<file path="config.mk">
export PLATFORM = sky130hd
export DESIGN_NAME = wb_sdram_mport_flat
export DESIGN_NICKNAME = d
export VERILOG_FILES = /design/src/rtl/wb_sdram_pkg.sv /design/src/rtl/wb_sdram_mport_if.sv /design/src/rtl/wb_sdram_mport_fifo.sv /design/src/rtl/wb_sdram_mport_rr_arbiter.sv /design/src/rtl/wb_sdram_mport.sv /design/src/flat_wrapper.sv
export SDC_FILE = /design/constraint.sdc
export NUM_CORES = 1
export LEC_CHECK = 0
export ABC_AREA = 1
export BUFFER_PORTS_ARGS = -buffer_cell sky130_fd_sc_hd__buf_4
export CAP_MARGIN = 30
export CELL_PAD_IN_SITES_DETAIL_PLACEMENT = 1
export CELL_PAD_IN_SITES_GLOBAL_PLACEMENT = 1
export CORE_AREA = 3 3 129 131
export DETAILED_ROUTE_END_ITERATION = 7
export DIE_AREA = 0 0 132 134
export GPL_TIMING_DRIVEN = 0
export PLACE_DENSITY_LB_ADDON = 0.08
export SYNTH_ARGS = -nofsm -noshare
export SYNTH_HDL_FRONTEND = slang
export SYNTH_SLANG_ARGS = --single-unit
</file>
<file path="constraint.sdc">
create_clock -name clk -period 5.5 [get_ports clk]
set_clock_uncertainty 0.05 [all_clocks]
set_input_delay 0.55 -clock clk [delete_from_list [all_inputs] [get_ports clk]]
set_output_delay 0.55 -clock clk [all_outputs]
set_load 0.02 [all_outputs]
</file>
<file path="src/rtl/wb_sdram_pkg.sv">
// Shared types for the multi-port Wishbone front-end of the SDRAM controller.
package wb_sdram_pkg;

  localparam int PKG_NUM_PORTS  = 4;
  localparam int PKG_ADDR_BITS  = 23;
  localparam int PKG_DATA_BYTES = 2;
  localparam int PKG_MAX_RD     = 8;

  // Width of a port-ID tag; a single-port build still needs one bit.
  function automatic int portBits(input int n);
    return (n > 1) ? $clog2(n) : 1;
  endfunction

  localparam int PKG_PORT_BITS = portBits(PKG_NUM_PORTS);

  typedef logic [PKG_PORT_BITS-1:0] port_id_t;

  // One command word as handed to the SDRAM controller.
  typedef struct packed {
    logic [PKG_ADDR_BITS-1:0]    addr;
    logic                        we;
    logic [PKG_DATA_BYTES*8-1:0] dat;
    logic [PKG_DATA_BYTES-1:0]   sel;
  } sdram_cmd_t;

endpackage

</file>
<file path="src/rtl/wb_sdram_mport_if.sv">
// Bundle of the per-port Wishbone slave signals, the command stream and the
// read-response stream of the SDRAM front-end.
interface wb_sdram_mport_if #(
  parameter int NUM_PORTS  = 4,
  parameter int ADDR_BITS  = 23,
  parameter int DATA_BYTES = 2
);
  logic [NUM_PORTS*ADDR_BITS-1:0]    s_wb_addr;
  logic [NUM_PORTS*DATA_BYTES*8-1:0] s_wb_dat_m2s;
  logic [NUM_PORTS*DATA_BYTES-1:0]   s_wb_sel;
  logic [NUM_PORTS-1:0]              s_wb_we;
  logic [NUM_PORTS-1:0]              s_wb_stb;
  logic [NUM_PORTS-1:0]              s_wb_stall;
  logic [NUM_PORTS-1:0]              s_wb_ack;
  logic [DATA_BYTES*8-1:0]           s_wb_dat_s2m;
  logic                              cmd_o_valid;
  logic                              cmd_o_ready;
  logic [ADDR_BITS-1:0]              cmd_o_addr;
  logic                              cmd_o_we;
  logic [DATA_BYTES*8-1:0]           cmd_o_dat;
  logic [DATA_BYTES-1:0]             cmd_o_sel;
  logic                              rsp_i_valid;
  logic [DATA_BYTES*8-1:0]           rsp_i_dat;
  logic                              err;

  modport slave (
    input  s_wb_addr, s_wb_dat_m2s, s_wb_sel, s_wb_we, s_wb_stb,
    output s_wb_stall, s_wb_ack, s_wb_dat_s2m,
    output cmd_o_valid, cmd_o_addr, cmd_o_we, cmd_o_dat, cmd_o_sel,
    input  cmd_o_ready,
    input  rsp_i_valid, rsp_i_dat,
    output err
  );

  modport master (
    output s_wb_addr, s_wb_dat_m2s, s_wb_sel, s_wb_we, s_wb_stb,
    input  s_wb_stall, s_wb_ack, s_wb_dat_s2m,
    input  cmd_o_valid, cmd_o_addr, cmd_o_we, cmd_o_dat, cmd_o_sel,
    output cmd_o_ready,
    output rsp_i_valid, rsp_i_dat,
    input  err
  );
endinterface

</file>
<file path="src/rtl/wb_sdram_mport_fifo.sv">
// Small AXI-stream style FIFO carrying only tuser. A pop frees its slot for a
// push in the same cycle, so a full FIFO still accepts while draining.
module axis_fifo #(
  parameter int DEPTH      = 8,
  parameter int USER_WIDTH = 2
) (
  input  logic                  clk,
  input  logic                  sresetn,
  input  logic                  s_axis_tvalid,
  output logic                  s_axis_tready,
  input  logic [USER_WIDTH-1:0] s_axis_tuser,
  output logic                  m_axis_tvalid,
  input  logic                  m_axis_tready,
  output logic [USER_WIDTH-1:0] m_axis_tuser
);

  localparam int PTR_BITS = (DEPTH > 1) ? $clog2(DEPTH) : 1;
  localparam int CNT_BITS = $clog2(DEPTH + 1);

  logic [USER_WIDTH-1:0] r_mem [DEPTH];
  logic [PTR_BITS-1:0]   r_wrPtr;
  logic [PTR_BITS-1:0]   r_rdPtr;
  logic [CNT_BITS-1:0]   r_count;
  logic                  w_push;
  logic                  w_pop;

  assign m_axis_tvalid = (r_count != '0);
  assign w_pop         = m_axis_tvalid && m_axis_tready;
  assign s_axis_tready = (r_count != CNT_BITS'(DEPTH)) || w_pop;
  assign w_push        = s_axis_tvalid && s_axis_tready;
  assign m_axis_tuser  = r_mem[r_rdPtr];

  // Storage needs no reset; only the pointers decide what is valid.
  always_ff @(posedge clk) begin
    if (w_push) r_mem[r_wrPtr] <= s_axis_tuser;
  end

  // Pointer and occupancy bookkeeping; push+pop together leaves count alone.
  always_ff @(posedge clk or negedge sresetn) begin
    if (!sresetn) begin
      r_wrPtr <= '0;
      r_rdPtr <= '0;
      r_count <= '0;
    end else begin
      if (w_push) r_wrPtr <= (int'(r_wrPtr) == DEPTH - 1) ? '0 : r_wrPtr + PTR_BITS'(1);
      if (w_pop)  r_rdPtr <= (int'(r_rdPtr) == DEPTH - 1) ? '0 : r_rdPtr + PTR_BITS'(1);
      case ({w_push, w_pop})
        2'b10:   r_count <= r_count + CNT_BITS'(1);
        2'b01:   r_count <= r_count - CNT_BITS'(1);
        default: r_count <= r_count;
      endcase
    end
  end

endmodule

</file>
<file path="src/rtl/wb_sdram_mport_rr_arbiter.sv">
// Round-robin arbiter: first requester at or above the pointer wins, and the
// pointer moves just past the winner only when the grant is consumed.
module rr_arbiter #(
  parameter int N        = 4,
  parameter int IDX_BITS = 2
) (
  input  logic                clk,
  input  logic                sresetn,
  input  logic [N-1:0]        i_req,
  input  logic                i_advance,
  output logic [N-1:0]        o_grant,
  output logic [IDX_BITS-1:0] o_grantIdx,
  output logic                o_anyReq
);

  logic [IDX_BITS-1:0] r_rrPtr;
  int                  w_scan;

  // Scan the request vector starting at the pointer, wrapping once.
  always_comb begin
    o_grant    = '0;
    o_grantIdx = '0;
    o_anyReq   = 1'b0;
    w_scan     = 0;
    for (int i = 0; i < N; i++) begin
      w_scan = int'(r_rrPtr) + i;
      if (w_scan >= N) w_scan = w_scan - N;
      if (!o_anyReq && i_req[w_scan]) begin
        o_anyReq        = 1'b1;
        o_grantIdx      = IDX_BITS'(w_scan);
        o_grant[w_scan] = 1'b1;
      end
    end
  end

  // Advance the pointer past the port that was just served.
  always_ff @(posedge clk or negedge sresetn) begin
    if (!sresetn)
      r_rrPtr <= '0;
    else if (i_advance)
      r_rrPtr <= (int'(o_grantIdx) == N - 1) ? '0 : o_grantIdx + IDX_BITS'(1);
  end

endmodule

</file>
<file path="src/rtl/wb_sdram_mport.sv">
// Multi-port pipelined Wishbone front-end: round-robin merges the ports onto
// one SDRAM command stream and steers in-order read data back via a tag FIFO.
module wb_sdram_mport
  import wb_sdram_pkg::*;
#(
  parameter int NUM_PORTS          = PKG_NUM_PORTS,
  parameter int ADDR_BITS          = PKG_ADDR_BITS,
  parameter int DATA_BYTES         = PKG_DATA_BYTES,
  parameter int MAX_RD_OUTSTANDING = PKG_MAX_RD
) (
  input logic              clk,
  input logic              sresetn,
  wb_sdram_mport_if.slave  bus
);

  localparam int PORT_BITS = portBits(NUM_PORTS);
  localparam int DW        = DATA_BYTES * 8;
  localparam int CNT_BITS  = $clog2(MAX_RD_OUTSTANDING + 1);

  logic [CNT_BITS-1:0]  r_rdCnt [NUM_PORTS];
  logic [NUM_PORTS-1:0] r_ack;
  logic [DW-1:0]        r_rdDat;
  logic                 r_err;

  logic [NUM_PORTS-1:0] w_req;
  logic [NUM_PORTS-1:0] w_grantOh;
  logic [PORT_BITS-1:0] w_grantIdx;
  logic                 w_anyReq;
  logic                 w_accept;
  logic                 w_tagReady;
  logic                 w_tagValid;
  logic [PORT_BITS-1:0] w_tagHead;
  logic                 w_pop;
  sdram_cmd_t           w_cmd;

  // A write waits for its own port's reads to drain; a read needs a tag slot.
  always_comb begin
    w_req = '0;
    for (int p = 0; p < NUM_PORTS; p++)
      w_req[p] = bus.s_wb_stb[p] &&
                 (bus.s_wb_we[p] ? (r_rdCnt[p] == '0) : w_tagReady);
  end

  rr_arbiter #(.N(NUM_PORTS), .IDX_BITS(PORT_BITS)) u_arb (
    .clk        (clk),
    .sresetn    (sresetn),
    .i_req      (w_req),
    .i_advance  (w_accept),
    .o_grant    (w_grantOh),
    .o_grantIdx (w_grantIdx),
    .o_anyReq   (w_anyReq)
  );

  // Steer the granted port's request fields onto the command stream.
  always_comb begin
    w_cmd      = '0;
    w_cmd.addr = bus.s_wb_addr[int'(w_grantIdx)*ADDR_BITS +: ADDR_BITS];
    w_cmd.we   = bus.s_wb_we[w_grantIdx];
    w_cmd.dat  = bus.s_wb_dat_m2s[int'(w_grantIdx)*DW +: DW];
    w_cmd.sel  = bus.s_wb_sel[int'(w_grantIdx)*DATA_BYTES +: DATA_BYTES];
  end

  assign w_accept         = w_anyReq && bus.cmd_o_ready;
  assign w_pop            = bus.rsp_i_valid && w_tagValid;

  assign bus.cmd_o_valid  = w_anyReq;
  assign bus.cmd_o_addr   = w_cmd.addr;
  assign bus.cmd_o_we     = w_cmd.we;
  assign bus.cmd_o_dat    = w_cmd.dat;
  assign bus.cmd_o_sel    = w_cmd.sel;
  assign bus.s_wb_stall   = ~(w_grantOh & {NUM_PORTS{w_accept}});
  assign bus.s_wb_ack     = r_ack;
  assign bus.s_wb_dat_s2m = r_rdDat;
  assign bus.err          = r_err;

  axis_fifo #(.DEPTH(MAX_RD_OUTSTANDING), .USER_WIDTH(PORT_BITS)) u_tagFifo (
    .clk           (clk),
    .sresetn       (sresetn),
    .s_axis_tvalid (w_accept && !w_cmd.we),
    .s_axis_tready (w_tagReady),
    .s_axis_tuser  (w_grantIdx),
    .m_axis_tvalid (w_tagValid),
    .m_axis_tready (bus.rsp_i_valid),
    .m_axis_tuser  (w_tagHead)
  );

  // Per-port count of reads in flight; issue and return may cancel out.
  always_ff @(posedge clk or negedge sresetn) begin
    if (!sresetn) begin
      for (int p = 0; p < NUM_PORTS; p++) r_rdCnt[p] <= '0;
    end else begin
      for (int p = 0; p < NUM_PORTS; p++) begin
        case ({w_accept && !w_cmd.we && (int'(w_grantIdx) == p),
               w_pop && (int'(w_tagHead) == p)})
          2'b10:   r_rdCnt[p] <= r_rdCnt[p] + CNT_BITS'(1);
          2'b01:   r_rdCnt[p] <= r_rdCnt[p] - CNT_BITS'(1);
          default: r_rdCnt[p] <= r_rdCnt[p];
        endcase
      end
    end
  end

  // One-cycle acks: write ack to the granted port, read ack to the head tag.
  always_ff @(posedge clk or negedge sresetn) begin
    if (!sresetn) begin
      r_ack   <= '0;
      r_rdDat <= '0;
    end else begin
      r_ack <= '0;
      if (w_accept && w_cmd.we) r_ack[w_grantIdx] <= 1'b1;
      if (w_pop) begin
        r_ack[w_tagHead] <= 1'b1;
        r_rdDat          <= bus.rsp_i_dat;
      end
    end
  end

  // A response with nothing outstanding is dropped and flagged until reset.
  always_ff @(posedge clk or negedge sresetn) begin
    if (!sresetn)
      r_err <= 1'b0;
    else if (bus.rsp_i_valid && !w_tagValid)
      r_err <= 1'b1;
  end

endmodule

</file>
<file path="src/flat_wrapper.sv">
// flat-port wrapper written by rule: the top's interface ports become plain ports
module wb_sdram_mport_flat import wb_sdram_pkg::*;
#(
  parameter int NUM_PORTS          = PKG_NUM_PORTS,
  parameter int ADDR_BITS          = PKG_ADDR_BITS,
  parameter int DATA_BYTES         = PKG_DATA_BYTES,
  parameter int MAX_RD_OUTSTANDING = PKG_MAX_RD
)
  (clk, sresetn, bus_s_wb_addr, bus_s_wb_dat_m2s, bus_s_wb_sel, bus_s_wb_we, bus_s_wb_stb, bus_s_wb_stall, bus_s_wb_ack, bus_s_wb_dat_s2m, bus_cmd_o_valid, bus_cmd_o_addr, bus_cmd_o_we, bus_cmd_o_dat, bus_cmd_o_sel, bus_cmd_o_ready, bus_rsp_i_valid, bus_rsp_i_dat, bus_err);
  wb_sdram_mport_if #(.NUM_PORTS(NUM_PORTS), .ADDR_BITS(ADDR_BITS), .DATA_BYTES(DATA_BYTES)) bus_i ();
  input logic clk;
  input logic sresetn;
  input wire logic [$bits(bus_i.s_wb_addr)-1:0] bus_s_wb_addr;
  input wire logic [$bits(bus_i.s_wb_dat_m2s)-1:0] bus_s_wb_dat_m2s;
  input wire logic [$bits(bus_i.s_wb_sel)-1:0] bus_s_wb_sel;
  input wire logic [$bits(bus_i.s_wb_we)-1:0] bus_s_wb_we;
  input wire logic [$bits(bus_i.s_wb_stb)-1:0] bus_s_wb_stb;
  output wire logic [$bits(bus_i.s_wb_stall)-1:0] bus_s_wb_stall;
  output wire logic [$bits(bus_i.s_wb_ack)-1:0] bus_s_wb_ack;
  output wire logic [$bits(bus_i.s_wb_dat_s2m)-1:0] bus_s_wb_dat_s2m;
  output wire logic [$bits(bus_i.cmd_o_valid)-1:0] bus_cmd_o_valid;
  output wire logic [$bits(bus_i.cmd_o_addr)-1:0] bus_cmd_o_addr;
  output wire logic [$bits(bus_i.cmd_o_we)-1:0] bus_cmd_o_we;
  output wire logic [$bits(bus_i.cmd_o_dat)-1:0] bus_cmd_o_dat;
  output wire logic [$bits(bus_i.cmd_o_sel)-1:0] bus_cmd_o_sel;
  input wire logic [$bits(bus_i.cmd_o_ready)-1:0] bus_cmd_o_ready;
  input wire logic [$bits(bus_i.rsp_i_valid)-1:0] bus_rsp_i_valid;
  input wire logic [$bits(bus_i.rsp_i_dat)-1:0] bus_rsp_i_dat;
  output wire logic [$bits(bus_i.err)-1:0] bus_err;
  assign bus_i.s_wb_addr = bus_s_wb_addr;
  assign bus_i.s_wb_dat_m2s = bus_s_wb_dat_m2s;
  assign bus_i.s_wb_sel = bus_s_wb_sel;
  assign bus_i.s_wb_we = bus_s_wb_we;
  assign bus_i.s_wb_stb = bus_s_wb_stb;
  assign bus_s_wb_stall = bus_i.s_wb_stall;
  assign bus_s_wb_ack = bus_i.s_wb_ack;
  assign bus_s_wb_dat_s2m = bus_i.s_wb_dat_s2m;
  assign bus_cmd_o_valid = bus_i.cmd_o_valid;
  assign bus_cmd_o_addr = bus_i.cmd_o_addr;
  assign bus_cmd_o_we = bus_i.cmd_o_we;
  assign bus_cmd_o_dat = bus_i.cmd_o_dat;
  assign bus_cmd_o_sel = bus_i.cmd_o_sel;
  assign bus_i.cmd_o_ready = bus_cmd_o_ready;
  assign bus_i.rsp_i_valid = bus_rsp_i_valid;
  assign bus_i.rsp_i_dat = bus_rsp_i_dat;
  assign bus_err = bus_i.err;
  wb_sdram_mport #(.NUM_PORTS(NUM_PORTS), .ADDR_BITS(ADDR_BITS), .DATA_BYTES(DATA_BYTES), .MAX_RD_OUTSTANDING(MAX_RD_OUTSTANDING)) u_core (.clk(clk), .sresetn(sresetn), .bus(bus_i));
endmodule
</file>
## After elaboration in Yosys (flattened, before gate mapping)

Memories as Yosys holds them, arrays and structs flattened.
Index checks and enable logic that the tools add are counted.

- $add $sub $neg: 20
- Mux-type cells: 58
- $lt $le $gt $ge: 16
- Shift-type cells: 3
- Equal/unequal tests: 19
- Bitwise gates (word level): 6
- Div/mod/pow operators: 0
- $mul: 1
- Reduce and logical (&&, ||, !) cells: 45

Operators with widths:

| kind | count |
|---|---|
| $ge 32x1->1 const B | 4 |
| $lt 32x4->1 const B | 4 |
| $mux 32 | 4 |
| $shiftx 92x32->23 | 1 |
| $shiftx 64x7->16 | 1 |
| $pmux 4 s2 | 5 |
| $logic_and 1x1->1 | 27 |
| $mux 1 | 25 |
| $mux 4 | 6 |
| $add 4x1->4 const B | 5 |
| $sub 4x1->4 const B | 5 |
| $eq 2x2->1 const B | 9 |
| $logic_not 4->1 | 4 |
| $or 4x4->4 | 4 |
| $eq 2x1->1 const B | 7 |
| $demux 1 s2 | 6 |
| $sub 3x3->4 const B | 3 |
| $bmux 1 s2 | 5 |
| $mux 2 | 5 |
| $reduce_bool 2->1 | 5 |
| $ge 3x3->1 const B | 3 |
| $shiftx 8x4->2 | 1 |
| $mul 2x5->7 const B | 1 |
| $add 2x2->3 const B | 2 |
| 16 further kinds | 26 |

- Bits in writable memories: 16
- Register bits: 49
- Bits of input ports: 192
- Latch bits: 0
- Output and inout port bits: 68
- Memories: 1
- Memory bits (read-only): 0

Memory list:

| name | depth | bits a word | rd ports | clocked after memory_dff | write ports | line | RTL |
|---|---|---|---|---|---|---|---|
| u_core.u_tagFifo.r_mem | 8 | 2 | 1 | 0 | 1 | wb_sdram_mport_fifo.sv:20 | `logic [USER_WIDTH-1:0] r_mem [DEPTH];` |

## Depth between registers and ports, before layout

Gate-level depths: netlist of run 1.

- Depth after elaboration: 25
- Mapped depth: 27

## By module

From an unflattened synthesis of run 1, not the netlist that was laid out.

- Cell total of the unflattened synthesis: 632
- Area, all modules: 5185.0 um2

Modules (own cells, without submodules):

| module | instances | area an instance (um2) | cells each | sequential area each (um2) |
|---|---|---|---|---|
| wb_sdram_mport | 1 | 3216.8 | 393 | 925.9 |
| axis_fifo | 1 | 1316.3 | 133 | 730.7 |
| rr_arbiter | 1 | 651.9 | 106 | 50.0 |

## Worst setup path after synthesis of run 1

Ideal clock, no wire load.

- Kind: reg2reg
- From: reg u_core.u_arb.r_rrPtr[0]
- To: reg u_core.r_rdCnt[2] (netlist name)
- Path slack: 1.847 ns
- Data arrival time: 3.526 ns
- Cell stages (with the launch flop): 22
- Period minus slack after synthesis: 3.653 ns
- Data required time: 5.373 ns
- Path buffers: 2
- Path through: dfrtp_1 > inv_1 > ha_1 > inv_1 > nand3_1 > nand2_1 > nand4_1 > nand2_1 > nand2_4 > nand2_4 > buf_6 > inv_4 > buf_4 > ha_1 > nand2_1 > ha_1 > nor2_1 > nor2_1 > ha_1 > a21oi_1 > or2_2 > a21oi_1

- Elaborated cells between the ends (all ways): 52
- Classes of those cells: 7 x add/sub; 4 x order compare; 3 x eq/ne; 27 x mux; 11 x reduce/logical

RTL lines:

| what | line | RTL |
|---|---|---|
| start, declared | wb_sdram_mport_rr_arbiter.sv:16 | `logic [IDX_BITS-1:0] r_rrPtr;` |
| start signal, assigned | wb_sdram_mport_rr_arbiter.sv:41 | `r_rrPtr <= (int'(o_grantIdx) == N - 1) ? '0 : o_grantIdx + IDX_BITS'(1);` |
| branches (longest 14 deep; another with $sub 3x3->4) | -- |  |
| $mux 1 (*) | wb_sdram_mport_rr_arbiter.sv:28 | `if (!o_anyReq && i_req[w_scan]) begin` |
| net bus_cmd_o_valid | flat_wrapper.sv:21 | `output wire logic [$bits(bus_i.cmd_o_valid)-1:0] bus_cmd_o_valid;` |
| $logic_and 1x1->1 (*) | wb_sdram_mport.sv:63 | `assign w_accept = w_anyReq && bus.cmd_o_ready;` |
| $logic_and 1x1->1 (*) (2 in series) | wb_sdram_mport.sv:93 | `case ({w_accept && !w_cmd.we && (int'(w_grantIdx) == p),` |
| $eq 2x1->1 or $eq 2x2->1 (tied branches) | wb_sdram_mport.sv:93 |  |
| $pmux 4 s2 or $reduce_bool 2->1 (tied branches) | -- |  |
| end signal, assigned by index | wb_sdram_mport.sv:95 | `2'b10: r_rdCnt[p] <= r_rdCnt[p] + CNT_BITS'(1);` |
| end signal, assigned by index | wb_sdram_mport.sv:96 | `2'b01: r_rdCnt[p] <= r_rdCnt[p] - CNT_BITS'(1);` |
| end signal, assigned by index | wb_sdram_mport.sv:97 | `default: r_rdCnt[p] <= r_rdCnt[p];` |
| end, declared | wb_sdram_mport.sv:20 | `logic [CNT_BITS-1:0] r_rdCnt [NUM_PORTS];` |

Mark *: on every way through the listed nets, which the timed path passes. The select of a mux whose other input is x is not followed.
A chain may end at the register's enable or synchronous reset.

## Final worst setup path of run 1

- From: reg u_core.u_arb.r_rrPtr[0]
- To: reg u_core.r_rdCnt[2] (netlist name)

- Cells in the longest elaborated chain, start to end: 22
- Elaborated cells between the ends (all ways): 52
- Classes of those cells: 7 x add/sub; 4 x order compare; 3 x eq/ne; 27 x mux; 11 x reduce/logical

Ends and longest elaborated chain:

| what | line | RTL |
|---|---|---|
| branches (longest 14 deep; another with $sub 3x3->4) | -- |  |
| $mux 2 (*) | wb_sdram_mport_rr_arbiter.sv:28 |  |
| net u_core.u_arb.o_grantIdx[1] | wb_sdram_mport_rr_arbiter.sv:12 | `output logic [IDX_BITS-1:0] o_grantIdx,` |
| $bmux 1 s2 | wb_sdram_mport.sv:58 | `w_cmd.we = bus.s_wb_we[w_grantIdx];` |
| $mux 1 (not written as such) | wb_sdram_mport.sv:58 |  |
| $logic_not 1->1 | wb_sdram_mport.sv:93 |  |
| $logic_and 1x1->1 | wb_sdram_mport.sv:93 |  |
| $logic_and 1x1->1 (*) | wb_sdram_mport.sv:93 |  |
| $eq 2x1->1 or $eq 2x2->1 (tied branches) | wb_sdram_mport.sv:93 |  |
| $pmux 4 s2 or $reduce_bool 2->1 (tied branches) | -- |  |

Marked as above.

==> impl_metrics.py, run 1 <==
metrics = {
    "die": {
        "core_area_um2": 15700,
        "io_pins": 260,
        "die_area_um2": 17700,
        "die_w_um": 132,
        "start_util": 0.335,
        "die_h_um": 134,
        "core.rowCount": 46,
    },
    "detailed_routing": {
        "drtIter0Drc": 246,
        "drc_errors": 0,
        "ant_nets": 0,
        "wl_per_cell_um": 17.2,
        "firstDrtPassIters": 4,
        "wirelength_um": 21200,
        "viasPerCell": 4.89,
        "vias": 6016,
    },
    "sta": {
        "period_needed_ps": 4520,
        "timing.fmax_ghz": 0.221,
        "slew_headroom": 0.560,
        "fin_crit_sh": 0.821,
        "drv_slew": 0,
        "tns_ps": 0,
        "worstMarginPinSlew_ps": 660,
        "rsz0062_at_grt": "false",
        "setup_viol": 0,
        "final-hold-violation-count": 0,
    },
    "placement": {
        "dp.cells": 1214,
        "place_congestion": 0.825,
        "dp_hpwl_um": 16900,
        "port_buffers": 259,
    },
    "cts": {
        "cts_resized": 0,
        "cts_setup_buffers": 0,
        "htreeDepth": 3,
        "cts-root-buf": "clkbuf_16",
        "clock_sinks": 65,
        "worstSkewPairLatency_ps": 330,
        "cts_tree": "yes",
        "numCtsBuffers": 9,
        "cts_hold_buf": 0,
        "clk_path_buf_depth": 2,
        "path_clk_slew_ps": 60,
    },
    "worst_setup_path": {
        "critical_path_peak_fanout": 19,
        "timing.rr.start": "u_core.u_arb.r_rrPtr[0]",
        "cp-endpoint": "u_core.r_rdCnt[2]",
        "cp-end-kind": "flip-flop",
        "critPathLaunchType": "flip-flop",
        "startpoint": "u_core.u_arb.r_rrPtr[0]",
        "ff2ff_setup_slack_ps": 980,
        "required_ps": 5700,
        "reg2reg_to": "u_core.r_rdCnt[2]",
        "r2r_cells": 22,
        "critical_path_arrival_ps": 4720,
        "worstSetupPathType": "flip-flop to flip-flop",
    },
    "min_path": {
        "hold_path_class": "input port to asynchronous set/reset pin",
    },
    "grt": {
        "first_global_vias": 6177,
        "antenna_found_initial": 0,
        "grt_start_max_net_pins": 50,
        "grt_pass1_wl_um": 33000,
        "overflow": 0,
        "grt.total_usage": 0.231,
    },
    "layout": {
        "nets": 1232,
        "diodes": 0,
        "area_growth_pct": 48.0,
        "utilization": 0.496,
        "drive_above_1_share": 0.341,
        "fin_cells": 1230,
        "nFillCells": 2057,
    },
    "yosys": {
        "synth-seq-cells": 65,
        "yosysSeqAreaShare": 0.324,
        "netlist_area_um2": 5270,
        "synth_edf_count": 16,
        "synth_cells": 739,
        "synth_ff_type": "dfrtp_1",
        "syn-num-nets": 962,
        "synth_cell_types": 44,
        "avgSynthCellArea_um2": 7.13,
        "ys_warn_count": 0,
        "async_flop_share": 0.754,
    },
    "run_status": {
        "outcome": "finished clean",
    },
    "flow_run": {
        "max_cap_viol_count": 0,
    },
}
## cell usage in the layout, fill, tap and decap left out, drive strengths merged, types with 19 or more instances in the layout
cell type / instances
buf: 287
dfrtp: 49
nand2: 172
o22ai: 41
ha: 31
a21oi: 19
nor2: 97
o21ai: 98
nand3: 44
inv: 87
## stage by stage
step | setup slack (ps) | instance area (um^2) | hold slack, ps
2_1_floorplan | 1850 | 5270 | 204
3_3_place_gp | 1040 | 7490 | 411
3_5_place_dp | 1000 | 7490 | 417
4_1_cts | 965 | 7800 | 212
5_1_grt | 605 | 7800 | 246
6_report | 982 | 7800 | 193
## cells in the mapped netlist (3+ instances only)
cell      instances  area share
inv_1            84       0.060
buf_2            19       0.018
nand2_2          11       0.013
o32ai_1           4      0.0066
nand2_4           4      0.0085
nand3_2           5      0.0095
mux2_2            3      0.0064
nand4_1           6      0.0071
o21ai_0          73       0.069
nand2_1         157        0.11
ha_1             31       0.074
dfrtp_1          49        0.23
o31ai_1           3      0.0043
o21ai_1          24       0.023
xnor2_1          16       0.027
buf_4             4      0.0057
nor2_1           86       0.061
buf_6             4      0.0085
edfxtp_1         16       0.091
nand3_1          38       0.036
o22ai_1          41       0.049
nor2_2            9       0.011
a21oi_1          18       0.017
o221ai_1          4      0.0066
clkbuf_1          7      0.0050
## worst min-delay path by stage
stage                                       end  depth (start not counted)              start
detailed placement            u_core.r_rdCnt[7]                          1  u_core.r_rdCnt[7]
global route        u_core.bus.s_wb_dat_s2m[11]                          1            sresetn
global placement              u_core.r_rdCnt[7]                          1  u_core.r_rdCnt[7]
floorplan                        u_core.bus.err                          0            sresetn
finish              u_core.bus.s_wb_dat_s2m[11]                          1            sresetn
CTS                 u_core.bus.s_wb_dat_s2m[11]                          1            sresetn
## flip-flops by register name, indices dropped and copies added (netlist names)
name,count
u_core.u_tagFifo.r_rdPtr,3
u_core.bus.s_wb_ack,4
u_core.u_tagFifo.r_count,4
u_core.bus.s_wb_dat_s2m,16
u_core.u_tagFifo.r_mem,16
u_core.r_rdCnt,16
u_core.u_tagFifo.r_wrPtr,3
u_core.u_arb.r_rrPtr,2
u_core.bus.err,1
## cells by family after synthesis
| kind of cell | share of synthesized area |
|---|---|
| simple gates | 0.276 |
| compound gates | 0.190 |
| buf+inv | 0.103 |
| flops | 0.324 |
| fa+ha+maj | 0.0736 |
| xor+xnor | 0.0282 |
| mux | 0.00641 |
## layout make-up
cell class / instances / area (um^2) / area share
buffer: 35 / 211 / 0.0271
clock buffer: 11 / 254 / 0.0326
clock inverter: 5 / 61.3 / 0.00786
inverter: 87 / 329 / 0.0422
multi-input combinational: 552 / 3020 / 0.388
sequential: 65 / 1710 / 0.219
tap: 216 / 270 / 0.0346
timing repair buffer: 259 / 1940 / 0.249
## layer usage
metal / global-route usage / up-vias / wire length [um] / part of all wire
met2: 0.413 / 163 / 10900 / 0.51
met3: 0.0596 / 22 / 1190 / 0.056
met5: 0 / - / 0 / 0
li1: - / 2997 / - / -
met1: 0.285 / 2834 / 8880 / 0.42
met4: 0.0385 / 0 / 265 / 0.013
## worst max-delay path, cell delays in order, from the launching register on
cell and delay [ps]:
dfrtp_1 600, inv_1 330, ha_1 490, inv_1 100, nand2_1 90, nand2_2 100, nor2_8 130, nand3b_2 140
nand2_1 120, nand2_2 110, inv_2 110, buf_6 150, buf_2 370, ha_1 280, nand2_1 90, ha_1 230
nand2_1 80, inv_1 50, nor2_1 130, ha_1 170, a21oi_1 50, or2_2 300, a21oi_1 140
Power of run 1 is left out: the tool's default activity adds up to more than one toggle a clock period on the data nets, which glitch-free logic cannot reach.
==> run 2: changes to the inputs <==
--- a/config.mk
+++ b/config.mk
@@ -10,9 +10,9 @@
 export CAP_MARGIN = 30
 export CELL_PAD_IN_SITES_DETAIL_PLACEMENT = 1
 export CELL_PAD_IN_SITES_GLOBAL_PLACEMENT = 1
-export CORE_AREA = 3 3 129 131
+export CORE_AREA = 3 3 133 135
 export DETAILED_ROUTE_END_ITERATION = 7
-export DIE_AREA = 0 0 132 134
+export DIE_AREA = 0 0 136 138
 export GPL_TIMING_DRIVEN = 0
 export PLACE_DENSITY_LB_ADDON = 0.08
 export SYNTH_ARGS = -nofsm -noshare
==> constraint.sdc (replaced) <==
create_clock -name clk -period 4.4 [get_ports clk]
set_clock_uncertainty 0.05 [all_clocks]
set_input_delay 0.44 -clock clk [delete_from_list [all_inputs] [get_ports clk]]
set_output_delay 0.44 -clock clk [all_outputs]
set_load 0.02 [all_outputs]
==> impl_metrics.py, run 2 (synthesized netlist as in run 1, its figures left out) <==
metrics = {
    "run_status": {
        "outcome": "finished clean",
    },
    "sta": {
        "setup_viol": 0,
        "timing.fmax_ghz": 0.247,
        "slew_headroom": 0.569,
        "fin_crit_sh": 0.919,
        "final-hold-violation-count": 0,
        "period_needed_ps": 4040,
        "tns_ps": 0,
        "worstMarginPinSlew_ps": 646,
        "drv_slew": 0,
    },
    "worst_setup_path": {
        "worstSetupPathType": "flip-flop to flip-flop",
        "ff2ff_setup_slack_ps": 360,
        "critPathLaunchType": "flip-flop",
        "cp-endpoint": "u_core.r_rdCnt[2]",
        "critical_path_arrival_ps": 4250,
        "cp-end-kind": "flip-flop",
        "startpoint": "u_core.u_arb.r_rrPtr[1]",
        "critical_path_peak_fanout": 19,
        "cp.depth": 22,
        "reg2reg_to": "u_core.r_rdCnt[2]",
        "path_cells": "clkinvlp_4 -> ha_2 -> inv_1 -> nand2_1 -> nand2_2 -> nand2_2 -> nand2_2 -> nand2_4 -> nand2_4 -> buf_6 -> inv_4 -> buf_4 -> ha_1 -> nand2_1 -> ha_1 -> nand2_1 -> inv_1 -> nor2_1 -> ha_1 -> a21oi_1 -> or2_2 -> a21oi_1",
        "required_ps": 4610,
        "crit_slowest_cell": "dfrtp_1",
        "timing.rr.start": "u_core.u_arb.r_rrPtr[1]",
        "r2r_cells": 22,
        "slowest_delay_ps": 560,
        "crit_buf_inv": 6,
        "path_delay_family": "simple AND/OR/NAND/NOR gates",
    },
    "layout": {
        "nets": 1237,
        "drive_above_1_share": 0.349,
        "area_growth_pct": 48.8,
        "diodes": 0,
        "mostFrequentLayoutCell": "buf_4",
        "layout_common_cells": "buf_4 (269), nand2_1 (157), nor2_1 (86)",
        "fin_cells": 1239,
    },
    "detailed_routing": {
        "firstDrtPassIters": 4,
        "wl_per_cell_um": 16.9,
        "wirelength_um": 21000,
        "drtIter0Drc": 280,
        "vias": 6021,
        "ant_nets": 0,
        "viasPerCell": 4.86,
        "drc_errors": 0,
    },
    "cts": {
        "htreeDepth": 3,
        "numCtsBuffers": 9,
        "cts_tree": "yes",
        "clock_sinks": 65,
        "clk_path_buf_depth": 2,
        "worstSkewPairLatency_ps": 340,
        "cts-root-buf": "clkbuf_16",
        "path_clk_slew_ps": 60,
    },
    "grt": {
        "grtUsageMet1": 0.280,
        "met3_usage": 0.0487,
        "use_met2": 0.373,
        "grt_start_max_net_pins": 50,
        "grt_pass1_wl_um": 32800,
        "first_global_vias": 6156,
        "overflow": 0,
        "antenna_found_initial": 0,
        "grt.total_usage": 0.219,
        "busiest_layer": "met2",
    },
    "die": {
        "core.rowCount": 47,
        "die_h_um": 138,
        "start_util": 0.318,
        "die_area_um2": 18800,
        "io_pins": 260,
        "die_w_um": 136,
        "core_area_um2": 16600,
    },
    "placement": {
        "port_buffers": 259,
        "place_congestion": 0.840,
        "dp.cells": 1218,
        "dp_hpwl_um": 16900,
    },
    "flow_run": {
        "max_cap_viol_count": 0,
    },
    "min_path": {
        "hold_path_class": "input port to asynchronous set/reset pin",
    },
}
[run 2: worst min path at each step]
stage | endpoint | slack, ps | depth (start not counted)
2_1_floorplan | u_core.bus.err | 90 | 0
3_3_place_gp | u_core.r_rdCnt[7] | 410 | 1
3_5_place_dp | u_core.r_rdCnt[11] | 410 | 1
4_1_cts | u_core.bus.s_wb_dat_s2m[12] | 100 | 1
5_1_grt | u_core.bus.s_wb_dat_s2m[13] | 130 | 1
6_report | u_core.bus.s_wb_dat_s2m[13] | 80 | 1
[run 2: metrics by stage]
stage | hold slack, ps | utilization | instance area [um^2] | setup WS, ps
2_1_floorplan | 94.4 | - | 5270 | 747
3_3_place_gp | 411 | 0.452 | 7490 | -53.6
3_5_place_dp | 414 | 0.452 | 7490 | -82.7
4_1_cts | 101 | 0.470 | 7790 | 137
5_1_grt | 130 | 0.473 | 7850 | -18.4
6_report | 75.6 | 0.473 | 7850 | 358
[run 2: cell type report]
class | count | area (um^2)
flip-flops and latches | 65 | 1710
inverters | 87 | 337
clock inverters | 7 | 77.6
fillers | 2184 | 8740
multi-input cells | 552 | 3030
well taps | 220 | 275
clock buffers | 9 | 225
plain buffers | 34 | 206
repair buffers | 265 | 1990
[run 2: layer usage]
metal | vias to the layer above | share of wire
met5 | - | 0
met3 | 31 | 0.046
li1 | 3003 | -
met4 | 0 | 0.023
met1 | 2850 | 0.43
met2 | 137 | 0.50
[run 2: timing repair]
action / in CTS / in global routing
pin swaps: 0 / 0
endpoints found under the setup margin: 1 / 12
resized for setup: 0 / 4
cloned: 0 / 0
setup buffers: 0 / 6
hold buffers: 0 / 0
Power of run 2 is left out for the same reason.
